===== config.mk =====
export PLATFORM = sky130hd
export DESIGN_NAME = mcpu_gen_flat
export DESIGN_NICKNAME = d
export VERILOG_FILES = /design/src/rtl/mcpu_gen_pkg.sv /design/src/rtl/mcpu_gen_if.sv /design/src/rtl/mcpu_gen_alu.sv /design/src/rtl/mcpu_gen.sv /design/src/flat_wrapper.sv
export SDC_FILE = /design/constraint.sdc
export NUM_CORES = 1
export LEC_CHECK = 0
export ABC_AREA = 1
export BUFFER_PORTS_ARGS = -buffer_cell sky130_fd_sc_hd__buf_2
export CAP_MARGIN = 20
export CORE_ASPECT_RATIO = 0.6
export CORE_MARGIN = 3
export CORE_UTILIZATION = 45
export DETAILED_ROUTE_END_ITERATION = 6
export GPL_TIMING_DRIVEN = 0
export PLACE_DENSITY = 0.66
export RECOVER_POWER = 100
export SLEW_MARGIN = 20
export SYNTH_ARGS = -nofsm -noshare
export SYNTH_HDL_FRONTEND = slang
export SYNTH_SLANG_ARGS = --single-unit

===== constraint.sdc =====
create_clock -name clk -period 2.2 [get_ports clk]
set_input_delay 0.55 -clock clk [delete_from_list [all_inputs] [get_ports clk]]
set_output_delay 0.55 -clock clk [all_outputs]
set_load 0.02 [all_outputs]

===== src/rtl/mcpu_gen_pkg.sv =====
// mcpu_gen shared definitions: sequencer state encodings and opcodes.
package mcpu_gen_pkg;

    typedef enum logic [2:0] {
        FETCH = 3'b000,
        STORE = 3'b001,
        ADD   = 3'b010,
        NOR   = 3'b011,
        JNT   = 3'b101,
        HALT  = 3'b111
    } state_e;

    typedef enum logic [1:0] {
        OP_NOR = 2'b00,
        OP_ADD = 2'b01,
        OP_STA = 2'b10,
        OP_JCC = 2'b11
    } opcode_e;

endpackage


===== src/rtl/mcpu_gen_if.sv =====
// mcpu_gen memory bus: unmuxed address/data, write strobe, wait-state ready.
interface mcpu_gen_if #(
    parameter int DW = 8,
    parameter int AW = DW - 2
);
    logic          mem_rdy;
    logic [DW-1:0] data_i;
    logic [AW-1:0] addr_o;
    logic [DW-1:0] data_o;
    logic          we_o;

    modport master (
        input  mem_rdy,
        input  data_i,
        output addr_o,
        output data_o,
        output we_o
    );

    modport slave (
        output mem_rdy,
        output data_i,
        input  addr_o,
        input  data_o,
        input  we_o
    );
endinterface


===== src/rtl/mcpu_gen_alu.sv =====
// mcpu_gen ALU: combinational NOR/ADD returning {carry,result}.
module mcpu_gen_alu #(
    parameter int DW = 8
) (
    input  logic          add_i,
    input  logic [DW-1:0] a_i,
    input  logic [DW-1:0] b_i,
    output logic [DW:0]   res_o
);

    always_comb begin
        res_o = {1'b0, ~(a_i | b_i)};
        if (add_i) begin
            res_o = {1'b0, a_i} + {1'b0, b_i};
        end
    end

endmodule


===== src/rtl/mcpu_gen.sv =====
// mcpu_gen: parametrised accumulator CPU (NOR/ADD/STA/JCC) with
// wait states, write strobe and self-loop halt detection.
module mcpu_gen
    import mcpu_gen_pkg::*;
#(
    parameter int DW       = 8,
    parameter int AW       = DW - 2,
    parameter int HALT_DET = 1
) (
    input  logic       clk,
    input  logic       rst,
    mcpu_gen_if.master mem,
    output logic       halted_o,
    output logic [2:0] state_o
);

    state_e        state_q;
    logic [AW-1:0] adreg_q;
    logic [AW-1:0] pc_q;
    logic [DW-1:0] acc_q;
    logic          carry_q;
    logic          halted_q;
    logic          we_q;

    opcode_e       op;
    logic [AW-1:0] opd;
    logic [DW:0]   alu_res;
    logic          self_loop;

    assign op  = opcode_e'(mem.data_i[DW-1:DW-2]);
    assign opd = mem.data_i[AW-1:0];

    // A taken jump to its own address can never make progress.
    assign self_loop = (HALT_DET != 0) && (opd == adreg_q);

    mcpu_gen_alu #(
        .DW(DW)
    ) u_alu (
        .add_i(state_q == ADD),
        .a_i  (acc_q),
        .b_i  (mem.data_i),
        .res_o(alu_res)
    );

    always_ff @(posedge clk) begin
        if (!rst) begin
            state_q  <= FETCH;
            adreg_q  <= '0;
            pc_q     <= '0;
            acc_q    <= '0;
            carry_q  <= 1'b0;
            halted_q <= 1'b0;
            we_q     <= 1'b0;
        end else if (state_q != HALT && mem.mem_rdy) begin
            unique case (state_q)
                FETCH: begin
                    pc_q    <= adreg_q + 1'b1;
                    adreg_q <= opd;
                    we_q    <= (op == OP_STA);
                    unique case (op)
                        OP_NOR: state_q <= NOR;
                        OP_ADD: state_q <= ADD;
                        OP_STA: state_q <= STORE;
                        OP_JCC: begin
                            if (carry_q) begin
                                state_q <= JNT;
                            end else if (self_loop) begin
                                state_q  <= HALT;
                                halted_q <= 1'b1;
                            end else begin
                                state_q <= FETCH;
                            end
                        end
                        default: state_q <= FETCH;
                    endcase
                end
                STORE, ADD, NOR, JNT: begin
                    adreg_q <= pc_q;
                    state_q <= FETCH;
                    we_q    <= 1'b0;
                    if (state_q == ADD) begin
                        {carry_q, acc_q} <= alu_res;
                    end
                    if (state_q == NOR) begin
                        acc_q <= alu_res[DW-1:0];
                    end
                    if (state_q == JNT) begin
                        carry_q <= 1'b0;
                    end
                end
                default: state_q <= state_q;
            endcase
        end
    end

    assign mem.addr_o = adreg_q;
    assign mem.data_o = acc_q;
    assign mem.we_o   = we_q;
    assign halted_o   = (HALT_DET != 0) ? halted_q : 1'b0;
    assign state_o    = state_q;

endmodule


===== src/flat_wrapper.sv =====
// flat-port wrapper written by rule: the top's interface ports become plain ports
module mcpu_gen_flat import mcpu_gen_pkg::*;
#(
    parameter int DW       = 8,
    parameter int AW       = DW - 2,
    parameter int HALT_DET = 1
)
  (clk, rst, halted_o, state_o, mem_mem_rdy, mem_data_i, mem_addr_o, mem_data_o, mem_we_o);
  mcpu_gen_if #(.DW(DW), .AW(AW)) mem_i ();
  input  logic clk;
  input  logic rst;
  output logic halted_o;
  output logic [2:0] state_o;
  input wire logic [$bits(mem_i.mem_rdy)-1:0] mem_mem_rdy;
  input wire logic [$bits(mem_i.data_i)-1:0] mem_data_i;
  output wire logic [$bits(mem_i.addr_o)-1:0] mem_addr_o;
  output wire logic [$bits(mem_i.data_o)-1:0] mem_data_o;
  output wire logic [$bits(mem_i.we_o)-1:0] mem_we_o;
  assign mem_i.mem_rdy = mem_mem_rdy;
  assign mem_i.data_i = mem_data_i;
  assign mem_addr_o = mem_i.addr_o;
  assign mem_data_o = mem_i.data_o;
  assign mem_we_o = mem_i.we_o;
  mcpu_gen #(.DW(DW), .AW(AW), .HALT_DET(HALT_DET)) u_core (.clk(clk), .rst(rst), .mem(mem_i), .halted_o(halted_o), .state_o(state_o));
endmodule

==> out/results.tsv, run 1 <==
metric	value	unit
nNetsFinal	324	
max_stage_delay	420	ps
die_w	87.63	um
numCtsBuffers	3	
io_pins	30	
status	finished, final reports clean	
areaGrowthSynthToFinish	10.92	%
finClkSkew	1.818	ps
drc_errors	0	
mappedNetlistArea	0.001799	mm2
rsz0062_at_grt	false	
maxSlewHeadroom	0.6932	
finalCritPeriodShare	0.8596	
multi_input_area	0.001054	mm2
ys.flop_type	dfxtp_1	
ir_worst_vdd	0.3367	mV
min_period	1891	ps
drtIter0Drc	100	
hold_viol_final	0	
gp_congestion	0.8576	
floorplan.initialDensity	0.4806	
dr_total_vias	1706	
diodes	0	
clock-sinks	26	
postCtsResizedCells	0	
synth_enable_flop_cells	0	
critPathRequiredTime	2410	ps
maxCapViolations	0	
fin_tns_setup	0	ps
clk_latency	270	ps
ant_nets	0	
critical_path_buf_inv_count	1	
drive_gt1_frac	0.08163	
cts_tree	yes	
fillers	394	
cp.arrival	2100	ps
cts_buffer_depth	2	
cp_top_family	adder cells	
core-area	0.003744	mm2
dr.pass1.iters	4	
die-area	0.004818	mm2
finalSetupViolations	0	
hp-class	flop to flop	
synth_seq_cells	26	
worst_setup_path_end_kind	flop	
fin_ws	308.9	ps
hold_ws	458.4	ps
crit_path_start_kind	flop	
synth_cell_type_count	34	
grt_pass1_wl	7189	um
wirelength	4405	um
final_cells	341	
routedWlPerCell	12.92	um
dp_slack	66.78	ps
rows	17	
powerDensity	551.3	mW/mm2
cp_slowest_cell	fa_1	
syn_area_per_cell	6.894	um2
ys_warn_count	0	
grt_usage	0.1988	
worstPathCellList	ha_1 -> inv_1 -> fa_1 -> o21ai_1 -> nand4_1 -> nand2_1 -> nand3_1 -> a21oi_1	
dp.cells	337	
hold_buffers	0	
cts.clk_slew.worst_paths	90	ps
fin_util	0.5331	
antenna_found_initial	0	
tightest_slew	460.1	ps
grt_remaining_overflow	0	
path_class	flop to flop	
root_buffer	clkbuf_8	
ys_seq_area_frac	0.2893	
cp_max_fo	4	
grt_pass1_vias	1456	
cts_setup_buffers	0	
regArea	520.5	um2
p_leak	0.9267	nW
grt_start_max_net_pins	15	
syn-num-nets	290	
syn_inst	261	
die_y	54.98	um
fmax	0.5288	GHz
async_flop_share	0	
dp_hpwl	3440	um
htreeDepth	1	
slew_viol_final	0	
regToRegSetupSlack	310	ps
vias_per_cell	5.003	
io_buffers	29	
synth_stat cells, types with 2 or more instances:
cell	count	area (um2)
o21ai_1	3	15.01
nor2_2	2	12.51
nand2_1	55	206.5
a31oi_1	2	12.51
nor2_4	2	22.52
xor2_1	4	35.03
nand3b_1	2	15.01
o211ai_1	3	22.52
inv_2	5	18.77
inv_1	39	146.4
or2_2	2	12.51
o21bai_1	2	15.01
nor2_1	19	71.32
ha_1	17	212.7
nand2_2	2	12.51
nand3_1	11	55.05
buf_4	3	22.52
o21ai_0	16	80.08
a21oi_1	29	145.1
nand4_1	3	18.77
dfxtp_1	26	520.5
xnor2_1	2	17.52
cell usage in the layout, fill, tap and decap left out, types with 3 or more instances in the layout:
cell type,count
inv_2,3
ha_1,17
nand3_1,12
clkbuf_8,4
buf_2,9
nor2_1,22
clkbuf_1,23
xor2_1,4
a21oi_1,29
dfxtp_1,26
o211ai_1,3
o21ai_1,3
o21ai_0,16
inv_1,40
nand2_1,55
nand4_1,3
through the flow:
stage / power, mW / cell area, um2
floorplan: 0.7241 / 1799
global placement: 0.8012 / 2003
detailed placement: 0.8067 / 2003
CTS: 1.128 / 2058
global route: 1.174 / 1996
finish: 1.100 / 1996
tightest hold or removal path: cells and delay by family, from the launching register on:
kind | cells | cell delay, ps
AOI/OAI and AO/OA | 1 | 60
buffers and inverters | 1 | 50
DFF | 1 | 310
flip-flops by register name (all words and copies together), names as in the netlist:
register and cells:
u_core.carry_q 1, u_core.halted_o 1, u_core.mem.addr_o 6, u_core.mem.data_o 8, u_core.mem.we_o 1, u_core.pc_q 6, u_core.state_o 3
power by group:
part / switching, mW / leakage (nW) / internal (mW)
clock network: 0.157 / 0.0288 / 0.160
logic: 0.169 / 0.685 / 0.0861
registers: 0.0289 / 0.213 / 0.499
cell type report:
type,instances,area share
Buffer,4,0.009404
Clock buffer,4,0.02759
Inverter,45,0.08464
Multi-Input combinational cell,186,0.5279
Sequential cell,26,0.2608
Tap cell,47,0.02947
Timing Repair Buffer,29,0.06019
logic make-up after synthesis:
| logic type | synth area share |
|---|---|
| AOI/OAI and AO/OA | 0.1878 |
| xor gates and xnor gates | 0.02921 |
| buffers and inverters | 0.1085 |
| adders and majority gates | 0.1293 |
| and+or+nand+nor | 0.2559 |
| DFF | 0.2893 |
final timing paths:
path,start,end,cells after the start
min reg2reg,u_core.pc_q[1],u_core.pc_q[1],2
max,u_core.mem.data_o[0],u_core.carry_q,8
max reg2reg,u_core.mem.data_o[0],u_core.carry_q,8
min,u_core.pc_q[1],u_core.pc_q[1],2
layer usage:
| metal | wire length, um | up-vias | GRT usage |
|---|---|---|---|
| met3 | 225 | 5 | 0.04142 |
| met2 | 1733 | 38 | 0.2838 |
| met4 | 48 | 0 | 0.06122 |
| met5 | 0 | - | 0 |
| met1 | 2397 | 755 | 0.2955 |
| li1 | - | 908 | - |
No activity file was read; power rests on OpenSTA's default activity.
==> inputs of run 2 (changes only) <==
--- a/config.mk
+++ b/config.mk
@@ -13,7 +13,7 @@
 export CORE_UTILIZATION = 45
 export DETAILED_ROUTE_END_ITERATION = 6
 export GPL_TIMING_DRIVEN = 0
-export PLACE_DENSITY = 0.66
+export PLACE_DENSITY = 0.76
 export RECOVER_POWER = 100
 export SLEW_MARGIN = 20
 export SYNTH_ARGS = -nofsm -noshare
==> constraint.sdc (replaced) <==
create_clock -name clk -period 2.2 [get_ports clk]
set_input_delay 0.22 -clock clk [delete_from_list [all_inputs] [get_ports clk]]
set_output_delay 0.22 -clock clk [all_outputs]
set_load 0.02 [all_outputs]
==> run 2 against run 1 <==
Register-to-register slack gained 60 ps; critical path depth stayed put; core utilization fell by 0.17 points; critical path type unchanged; largest cell class unchanged.
==> out/results.tsv, run 2 (same netlist as run 1, synthesis figures left out) <==
metric	value	unit
mostFrequentLayoutCells	nand2_1, inv_1, a21oi_1	
tightest_slew	447.4	ps
dp_hpwl	3432	um
powerDensity	529.8	mW/mm2
drtIter0Drc	124	
clkPwrFrac	0.255	
io_buffers	29	
antenna_found_initial	0	
use_met3	0.04438	
worst_r2r_path_depth	8	
fin_tns_setup	0	ps
use_met2	0.2975	
grt.busiest_layer	met2	
finalSetupViolations	0	
fin_util	0.5314	
dr_total_vias	1757	
min_period	1833	ps
gp_congestion	0.8476	
worst_setup_path_end_kind	flop	
cts_tree	yes	
die-area	0.004818	mm2
p_leak	0.9282	nW
hold-path-endpoint	u_core.state_o[1]	
drc_errors	0	
cts_setup_buffers	0	
dpl_cell_area	0.002003	mm2
ir_worst_vdd	0.3076	mV
power	1.054	mW
diodes	0	
grt_pass1_vias	1538	
clock-sinks	26	
rows	17	
root_buffer	clkbuf_8	
hp-class	input port to flop	
fin_area	0.001989	mm2
min_from	mem_data_i[7]	
io_pins	30	
critPathRequiredTime	2410	ps
cp_max_fo	4	
nNetsFinal	324	
maxCapViolations	0	
netSwitchingFraction	0.3272	
grt_start_max_net_pins	14	
die_w	87.63	um
grt_remaining_overflow	0	
htreeDepth	1	
intPower	709.1	uW
ant_nets	0	
crit_path_start_kind	flop	
cts.clk_slew.worst_paths	90	ps
hold_viol_final	0	
grt_usage	0.1922	
grt_pass1_wl	7093	um
cp.arrival	2040	ps
wirelength	4349	um
areaGrowthSynthToFinish	10.57	%
routedWlPerCell	12.79	um
finalCritPeriodShare	0.8334	
r2r-end	u_core.mem.data_o[6]	
path_class	flop to flop	
hold_depth	4	
dr.pass1.iters	4	
p_switching	344.9	uW
hold_ws	273.1	ps
rsz0062_at_grt	false	
die_y	54.98	um
vias_per_cell	5.168	
r2r_start	u_core.mem.data_o[0]	
slew_viol_final	0	
numCtsBuffers	3	
hold_buffers	0	
postCtsResizedCells	0	
use_met1	0.2826	
largest_reg_flops	8	
fmax	0.5454	GHz
status	finished, final reports clean	
finClkSkew	2.023	ps
clk_latency	270	ps
core-area	0.003744	mm2
drive_gt1_frac	0.08191	
regToRegSetupSlack	370	ps
combPwrFrac	0.244	
floorplan.initialDensity	0.4806	
maxSlewHeadroom	0.7017	
cts_buffer_depth	2	
layout_commonest_cell	nand2_1	
seqPwrFrac	0.501	
[run 2: area by class of cell]
class	count	area, um2
timing repair buffer	29	121.4
multi-input combinational	186	1056
inverter	45	168.9
buffer	4	22.52
clock buffer	3	41.29
tap	47	58.81
fill	400	1754
sequential	26	520.5
[run 2: routing by layer]
metal  up-vias  wire [um]
li1        903          -
met1       793       2197
met2        59       1837
met3         2        306
met4         0          7
met5         -          0
[run 2: stage by stage]
step,setup slack [ps],cells
2_1_floorplan,483.1,261
3_3_place_gp,424.4,337
3_5_place_dp,395.2,337
4_1_cts,370.0,340
5_1_grt,183.1,340
6_report,366.6,340
[run 2: power by group through the flow]
stage	sequential, mW	combinational [mW]	clock (mW)
final	0.528	0.258	0.268
after global routing	0.532	0.293	0.297
after CTS	0.527	0.270	0.280
after detailed placement	0.538	0.269	0
after global placement	0.537	0.262	0
after floorplan	0.555	0.169	0
[run 2: worst max-delay path by stage]
stage,startpoint,end,depth (start not counted)
5_1_grt,u_core.mem.data_o[0],u_core.mem.data_o[6],8
6_report,u_core.mem.data_o[0],u_core.mem.data_o[6],8
2_1_floorplan,u_core.mem.data_o[0],u_core.mem.data_o[6],9
3_5_place_dp,u_core.mem.data_o[0],u_core.carry_q,8
4_1_cts,u_core.mem.data_o[0],u_core.mem.data_o[6],8
3_3_place_gp,u_core.mem.data_o[0],u_core.carry_q,8
[run 2: worst max-delay path: stages (launching register included)]
cell	delay [ps]
dfxtp_1	370
ha_1	180
inv_1	50
fa_1	410
o21ai_1	330
nand2_1	120
nand3b_1	100
nand3_1	80
a21oi_1	120
